`config.mk`:
```
export PLATFORM = sky130hd
export DESIGN_NAME = dm_arbiter
export DESIGN_NICKNAME = d
export VERILOG_FILES = /design/src/rtl/dm_arbiter.sv
export SDC_FILE = /design/constraint.sdc
export NUM_CORES = 1
export LEC_CHECK = 0
export BUFFER_PORTS_ARGS = -buffer_cell sky130_fd_sc_hd__buf_2
export CAP_MARGIN = 20
export CORE_MARGIN = 5
export CORE_UTILIZATION = 36
export CTS_CLUSTER_DIAMETER = 100
export DETAILED_ROUTE_END_ITERATION = 8
export SYNTH_ARGS = -nofsm -noshare
export SYNTH_HDL_FRONTEND = slang
export SYNTH_SLANG_ARGS = --single-unit
```
`constraint.sdc`:
```
create_clock -name clk -period 5.1 [get_ports clk]
set_input_delay 0 -clock clk [delete_from_list [all_inputs] [get_ports clk]]
set_output_delay 0 -clock clk [all_outputs]
set_load 0.005 [all_outputs]
```
`src/rtl/dm_arbiter.sv`:
```
// Two-port memory arbiter: a CPU port doing single sized accesses and a DMA port doing word bursts.
// Both ports share one combinational-read, byte-enabled memory.
module dm_arbiter (
  input  logic        clk,
  input  logic        reset,
  input  logic        c_req,
  input  logic        c_we,
  input  logic [1:0]  c_size,
  input  logic [31:0] c_addr,
  input  logic [31:0] c_wdata,
  output logic        c_gnt,
  output logic        c_rvalid,
  output logic [31:0] c_rdata,
  output logic        c_err,
  input  logic        d_req,
  input  logic        d_we,
  input  logic [3:0]  d_len,
  input  logic [31:0] d_addr,
  input  logic [31:0] d_wdata,
  output logic        d_gnt,
  output logic        d_rvalid,
  output logic [31:0] d_rdata,
  output logic        d_done,
  output logic        m_we,
  output logic [3:0]  m_be,
  output logic [31:0] m_addr,
  output logic [31:0] m_wdata,
  input  logic [31:0] m_rdata
);

  typedef enum logic {IDLE, BURST} state_e;

  state_e      state_q;
  logic        last_dma_q;
  logic        granted_q;
  logic        we_q;
  logic [3:0]  cnt_q;
  logic [31:0] baddr_q;
  logic        c_rvalid_q, c_err_q, d_rvalid_q;
  logic [31:0] c_rdata_q, d_rdata_q;

  logic        cpu_win, dma_start, burst_beat;
  logic        cpu_mis, cpu_rd, dma_rd;
  logic [3:0]  cpu_be;
  logic [31:0] cpu_wdata, c_rdata_d;
  logic [15:0] rd_half;
  logic [7:0]  rd_byte;

  // Size decode: lane enables, replicated store data and sign-extended load data.
  always_comb begin
    cpu_mis   = 1'b0;
    cpu_be    = 4'h0;
    cpu_wdata = '0;
    c_rdata_d = '0;
    rd_half   = c_addr[1] ? m_rdata[31:16] : m_rdata[15:0];
    rd_byte   = m_rdata[{c_addr[1:0], 3'b000} +: 8];
    case (c_size)
      2'b00: begin
        cpu_mis   = |c_addr[1:0];
        cpu_be    = 4'hF;
        cpu_wdata = c_wdata;
        c_rdata_d = m_rdata;
      end
      2'b01: begin
        cpu_mis   = c_addr[0];
        cpu_be    = c_addr[1] ? 4'b1100 : 4'b0011;
        cpu_wdata = {2{c_wdata[15:0]}};
        c_rdata_d = {{16{rd_half[15]}}, rd_half};
      end
      default: begin
        cpu_be    = 4'b0001 << c_addr[1:0];
        cpu_wdata = {4{c_wdata[7:0]}};
        c_rdata_d = {{24{rd_byte[7]}}, rd_byte};
      end
    endcase
  end

  // The CPU wins a tie before any grant, and afterwards whenever the DMA was served last.
  assign cpu_win    = !reset && (state_q == IDLE) && c_req &&
                      (!d_req || !granted_q || last_dma_q);
  assign dma_start  = !reset && (state_q == IDLE) && d_req && !cpu_win;
  assign burst_beat = !reset && (state_q == BURST);
  assign cpu_rd     = cpu_win && !cpu_mis && !c_we;
  assign dma_rd     = (dma_start && !d_we) || (burst_beat && !we_q);

  assign c_gnt    = cpu_win;
  assign d_gnt    = dma_start || burst_beat;
  assign d_done   = (dma_start && (d_len == 4'd0)) || (burst_beat && (cnt_q == 4'd0));
  assign c_rvalid = c_rvalid_q;
  assign c_rdata  = c_rdata_q;
  assign c_err    = c_err_q;
  assign d_rvalid = d_rvalid_q;
  assign d_rdata  = d_rdata_q;

  always_comb begin
    m_we    = 1'b0;
    m_be    = 4'h0;
    m_addr  = '0;
    m_wdata = '0;
    if (cpu_win) begin
      m_addr = {c_addr[31:2], 2'b00};
      if (!cpu_mis) begin
        m_we    = c_we;
        m_be    = cpu_be;
        m_wdata = cpu_wdata;
      end
    end else if (dma_start) begin
      m_addr  = {d_addr[31:2], 2'b00};
      m_we    = d_we;
      m_be    = 4'hF;
      m_wdata = d_wdata;
    end else if (burst_beat) begin
      m_addr  = baddr_q;
      m_we    = we_q;
      m_be    = 4'hF;
      m_wdata = d_wdata;
    end
  end

  always_ff @(posedge clk) begin
    if (reset) begin
      state_q    <= IDLE;
      last_dma_q <= 1'b0;
      granted_q  <= 1'b0;
      we_q       <= 1'b0;
      cnt_q      <= 4'd0;
      baddr_q    <= '0;
      c_rvalid_q <= 1'b0;
      c_err_q    <= 1'b0;
      c_rdata_q  <= '0;
      d_rvalid_q <= 1'b0;
      d_rdata_q  <= '0;
    end else begin
      c_rvalid_q <= cpu_rd;
      c_err_q    <= cpu_win && cpu_mis;
      d_rvalid_q <= dma_rd;
      if (cpu_rd) c_rdata_q <= c_rdata_d;
      if (dma_rd) d_rdata_q <= m_rdata;
      case (state_q)
        IDLE: begin
          if (cpu_win) begin
            last_dma_q <= 1'b0;
            granted_q  <= 1'b1;
          end else if (dma_start) begin
            last_dma_q <= 1'b1;
            granted_q  <= 1'b1;
            if (d_len != 4'd0) begin
              // Beat 0 goes out now; the counter holds beats still to come, minus one.
              we_q    <= d_we;
              baddr_q <= {d_addr[31:2], 2'b00} + 32'd4;
              cnt_q   <= d_len - 4'd1;
              state_q <= BURST;
            end
          end
        end
        BURST: begin
          last_dma_q <= 1'b1;
          baddr_q    <= baddr_q + 32'd4;
          if (cnt_q == 4'd0) state_q <= IDLE;
          else               cnt_q   <= cnt_q - 4'd1;
        end
        default: state_q <= IDLE;
      endcase
    end
  end

endmodule
```
Word level (Yosys, flattened, before mapping):

Cells that the tools add are included.

* bits in registers: 107
* bits of input ports: 172
* output and inout bits: 139
* word-level logic and storage cells: 100

* $add $sub $neg: 4
* equal/unequal tests: 6
* shift operators: 2
* multiplexer cells: 39
* bitwise operators: 2
* reductions and logical operators: 36

Operators by type and width (count)
* two-way mux 32 bit: 10
* case mux 32 bit (2 select lines): 3
* adder 32 x 3 -> 32 bit, second input constant: 2
* two-way mux 4 bit: 9
* variable part select 32 x 6 -> 8 bit: 1
* two-way mux 16 bit: 1
* case mux 4 bit (2 select lines): 2
* logical AND 1 bit: 13
* two-way mux 1 bit: 11
* logical NOT 1 bit: 8
* logical NOT 4 bit: 2
* AND reduction 4 bit: 2
* subtractor 4 x 1 -> 4 bit, second input constant: 2
* != test 2 bit, second input constant: 3
* case mux 1 bit (2 select lines): 3
* logical OR 1 bit: 5
* nonzero test 4 bit: 1
* left shift 1 x 2 -> 4 bit, first input constant: 1
* != test 3 bit, second input constant: 1
* AND reduction 3 bit: 1
* == test 2 x 1 -> 1 bit, second input constant: 1
* logical NOT 2 bit: 1
* != test 2 x 1 -> 1 bit, second input constant: 1
* NOT 1 bit: 2
* other kinds (3): 3

Logic depth before layout (Yosys ltp):

* word-level depth: 9
* gate-level depth with buffers: 13
* gate-level depth less buffers: 7

Least setup slack after synthesis:

OpenSTA, ideal clock, no wires.

* kind: register -> register
* start point: reg state_q
* end point: reg baddr_q[24]
* library setup time: 62 ps
* arrival: 2984 ps
* required time: 5038 ps
* slack: 2053 ps
* cell stages (with the launch flop): 14
* buffers on the path: 6
* period minus slack after synthesis: 3047 ps
* cells stage by stage: dfxtp_1 -> buf_2 -> buf_2 -> buf_2 -> buf_2 -> clkbuf_1 -> mux2_2 -> ha_1 -> clkbuf_1 -> nand4_1 -> nand2_1 -> nand4_1 -> or4_1 -> nand3_1

* longest elaborated chain between the ends: 8
* elaborated cells on any way between the ends: 12
* those cells by class: 3 x eq/ne; 1 x mux; 1 x bitwise; 7 x reduce/logical

Ends and longest elaborated chain
* start: declaration: line 33 `state_e state_q;`
* start signal: assignment: line 122 `state_q <= IDLE;`
* start signal: assignment: line 152 `state_q <= BURST;`
* start signal: assignment: line 159 `if (cnt_q == 4'd0) state_q <= IDLE;`
* NOT 1 bit (no source line)
* logical AND 1 bit: line 79, 81
* logical AND 1 bit (2 in series): line 79 `assign cpu_win = !reset && (state_q == IDLE) && c_req &&`
* logical NOT 1 bit: line 81 `assign dma_start = !reset && (state_q == IDLE) && d_req && !cpu_win;`
* logical AND 1 bit: line 81
* != test 2 bit (no source line)
* AND reduction 3 bit (no source line)
* end signal: assignment: line 150 `baddr_q <= {d_addr[31:2], 2'b00} + 32'd4;`
* end signal: assignment: line 158 `baddr_q <= baddr_q + 32'd4;`
* end: declaration: line 38 `logic [31:0] baddr_q;`

Several ways; a longest one is shown, not always the timed one.
A chain may end at the register's enable or synchronous reset.

Worst setup path in the final report:

* start point: reg state_q
* end point: out m_wdata[23]

* longest elaborated chain between the ends: 8
* elaborated cells on any way between the ends: 11
* those cells by class: 3 x mux; 1 x bitwise; 7 x reduce/logical

Ends and longest elaborated chain
* NOT 1 bit (no source line)
* logical AND 1 bit: line 79, 81
* logical AND 1 bit (2 in series): line 79
* logical NOT 1 bit: line 81
* logical AND 1 bit: line 81
* two-way mux 32 bit: line 107 `end else if (dma_start) begin`
* two-way mux 32 bit *: line 100 `if (cpu_win) begin`
* end: declaration: line 27 `output logic [31:0] m_wdata,`

Every way passes the cells marked *; elsewhere a longest branch is shown, timed or not.

==> metrics.txt <==
Worst path top cell family by delay buffers and inverters; count of final setup violators 0; Synth Instances 883; Area contributors post-synth dfxtp_1 30%, mux2i_1 12%, a222oi_1 5.1%, nor2_1 5.1%, nand2_1 4.5%; dpl cell area 8640 um^2; DIE HEIGHT about 150 um; Critical R2R Launch state_q; worst vdd ir roughly 0.2 mV; Hold Crit Depth 3; Pwr Total 2.217 mW; residual overflow from global routing 0; All-Layer GR Usage between 20 and 25%; startpoint types flip-flop; area leader, netlist dfxtp_1; maximum clock rate approximately 300 MHz; Final Skew between 0.01 and 0.015 ns; root buf cell clkbuf_16; initial antenna violation count 0; FF-to-FF setup slack approximately 1.9 ns; global-route wire length before repair ~42 mm; Syn-to-layout area delta 35.43%; Avg Cell Area, Syn ~7.9 um^2; post-synthesis register bit count 105; critical path, cell by cell buf_4, nor3b_2, o21a_1, nor2_1, inv_1, nand2_1, o21ai_0, buf_2; I/O pin total 311; Cell Area, Synth roughly 7000 um^2; share of the synthesized area in the top cell type a little under a third; Pleak approximately 4.6 nW; Synthesis Warnings 0; maxcap violations 0; area taken by flip-flops and latches about 2100 um^2; Critical-path top delay cell dfxtp_4; Post-synth EDFFs 0; Slew HR 27.23%; routed vias/inst approximately 5.6; Clk network pwr share a little over a third; worst reg2reg path depth 6; floorplan row count 51; worst hold slack 0.02402 ns; router iterations before antenna repair 9; Die Area approximately 22000 um^2; area occupied by multi-input gates between 4000 and 5000 um^2; Final Hold Viols 0; reg2reg end baddr_q[26]; Logic pwr share ~25%; status finished, final reports clean; Hold Path Class primary input to flip-flop; most frequent cells in the layout 306 x buf_2, 104 x dfxtp_1, 93 x nor2_1, 86 x mux2i_1, 84 x nand2_1; Tmin final around 3.3 ns; most common cell after layout, fill and taps aside buf_2; final period utilization 64.59%; post-synthesis sequential area ratio 30.01%; share of layout cells above drive strength 1 30.09%; worst slew pin tran between 1 and 1.5 ns; Nets 1362; CP max stage delay roughly 0.67 ns; pre-CTS setup slack 1.996 ns; Core Box Area just under 20000 um^2; drt total wl between 20 and 30 mm; # clock sinks between 100 and 150; Main synth FF type dfxtp_1; Post-CTS Setup Bufs 0; CTS clock-pin slew for the worst setup and hold paths 0.08 ns; # diodes 0; Routed Antenna Nets 0; Bufs on Longest Clock Path 2; starting DRC count in detailed routing 630; latest clock arrival within the worst-skew pair 0.36 ns; CP Max Fanout just over 60; post-cts sizing count 0; crit path DAT approximately 3.3 ns; Net Sw Frac a little under a third; DIE WIDTH between 100 and 150 um; WP data required between 5 and 6 ns; sw power around 0.7 mW; Post-synth ARST share 0%; RSZ-0062 raised after global routing no; Initial Util a little over a third; TritonCTS buffer count 9; global placement routability congestion around 0.85; post-route setup slack ~1.8 ns; Crit Path Class flip-flop to output port; P_int approximately 1.5 mW; port buffer count around 310; largest net degree at the start of global routing 82; Total Neg Setup Slack 0 ns; Flop pwr share about two fifths; Min-Delay Endpoint baddr_q[28]; DRC Markers 0; CP Capture Type output port; CTS H-tree depth 3; Hold Startpoint d_addr[28]; CP bufs+invs 3; Layout fillers a little under 2000; drt wl/cell between 15 and 20 um; Max Slew Vio Count 0; Via Count 8108; CTS tree done; vias in the first global route 7864; Netlist cell types 70; DP Wirelength roughly 19 mm; final instance area 9488 um^2; power per standard cell area 233.7 nW/um^2
state kept, by name (all words and copies together) (netlist names):
register	count
baddr_q	30
c_err	1
c_rdata	32
c_rvalid	1
cnt_q	4
d_rdata	32
d_rvalid	1
granted_q	1
last_dma_q	1
state_q	1
we_q	1
Yosys cell counts, drive strengths merged (12+ instances only):
master	n
mux2i	86
buf	28
o211ai	12
nand4	12
nor2	96
inv	41
o21ai	54
clkbuf	48
a21oi	31
a31oi	15
nand2	84
nand3	38
a22o	12
a222oi	36
a211oi	26
mux2	12
dfxtp	105
per-stage QoR:
step	utilization [%]	std cells
after global routing	49.07	1458
after CTS	49.07	1458
after detailed placement	44.68	1390
after floorplan	-	884
after global placement	44.54	1389
final	49.07	1458
metal layers:
metal	wire, um	up-vias	global-route usage (%)
met5	0	-	0
met3	2580	26	6.814
met2	12770	321	38.67
met4	433	0	6.545
met1	11050	3826	29.22
li1	-	3935	-
worst register-to-register path, delay by kind of cell, from the launching register on:
family	cells	cell delay, ns
compound gates	1	0.44
buf+inv	1	0.61
flops	1	0.67
mux	2	0.55
simple gates	2	0.85
worst max-delay path by stage:
stage,start,end,slack [ns],cells after the start
2_1_floorplan,state_q,baddr_q[24],2.05,13
5_1_grt,state_q,m_wdata[23],1.44,8
3_5_place_dp,state_q,baddr_q[25],2.00,6
6_report,state_q,m_wdata[23],1.81,8
4_1_cts,state_q,m_wdata[23],1.81,8
3_3_place_gp,state_q,m_wdata[23],1.80,6
cell type report:
class	instances	area share (%)
Tap cell	265	3.495
Multi-Input combinational cell	661	46.49
Clock inverter	7	1.081
Inverter	42	1.662
Clock buffer	9	2.374
Sequential cell	105	22.19
Timing Repair Buffer	369	22.71
cells by family (layout without fill, tap and decap cells):
logic type                 after synthesis  in the layout  share of synthesized area [%]
adders and majority gates                2              2                         0.3571
xor gates and xnor gates                 3              3                         0.3751
other                                    1              2                        0.05353
and+or+nand+nor                        295            295                          19.86
buffers and inverters                  118            427                          7.287
AOI/OAI and AO/OA                      260            260                          27.52
DFF                                    105            105                          30.01
muxes                                   99             99                          14.54
timing repair:
item	4_1_cts	5_1_grt
setup endpoints to repair	0	0
hold buffers	52	0
endpoints found under the hold margin	71	0
power by group through the flow:
stage | logic (mW) | registers [mW] | clock network (mW)
floorplan | 0.290 | 0.907 | 0
global placement | 0.505 | 0.917 | 0
detailed placement | 0.511 | 0.918 | 0
CTS | 0.544 | 0.900 | 0.797
global route | 0.603 | 0.908 | 0.821
finish | 0.545 | 0.901 | 0.771
(Power assumes the default switching activity.)
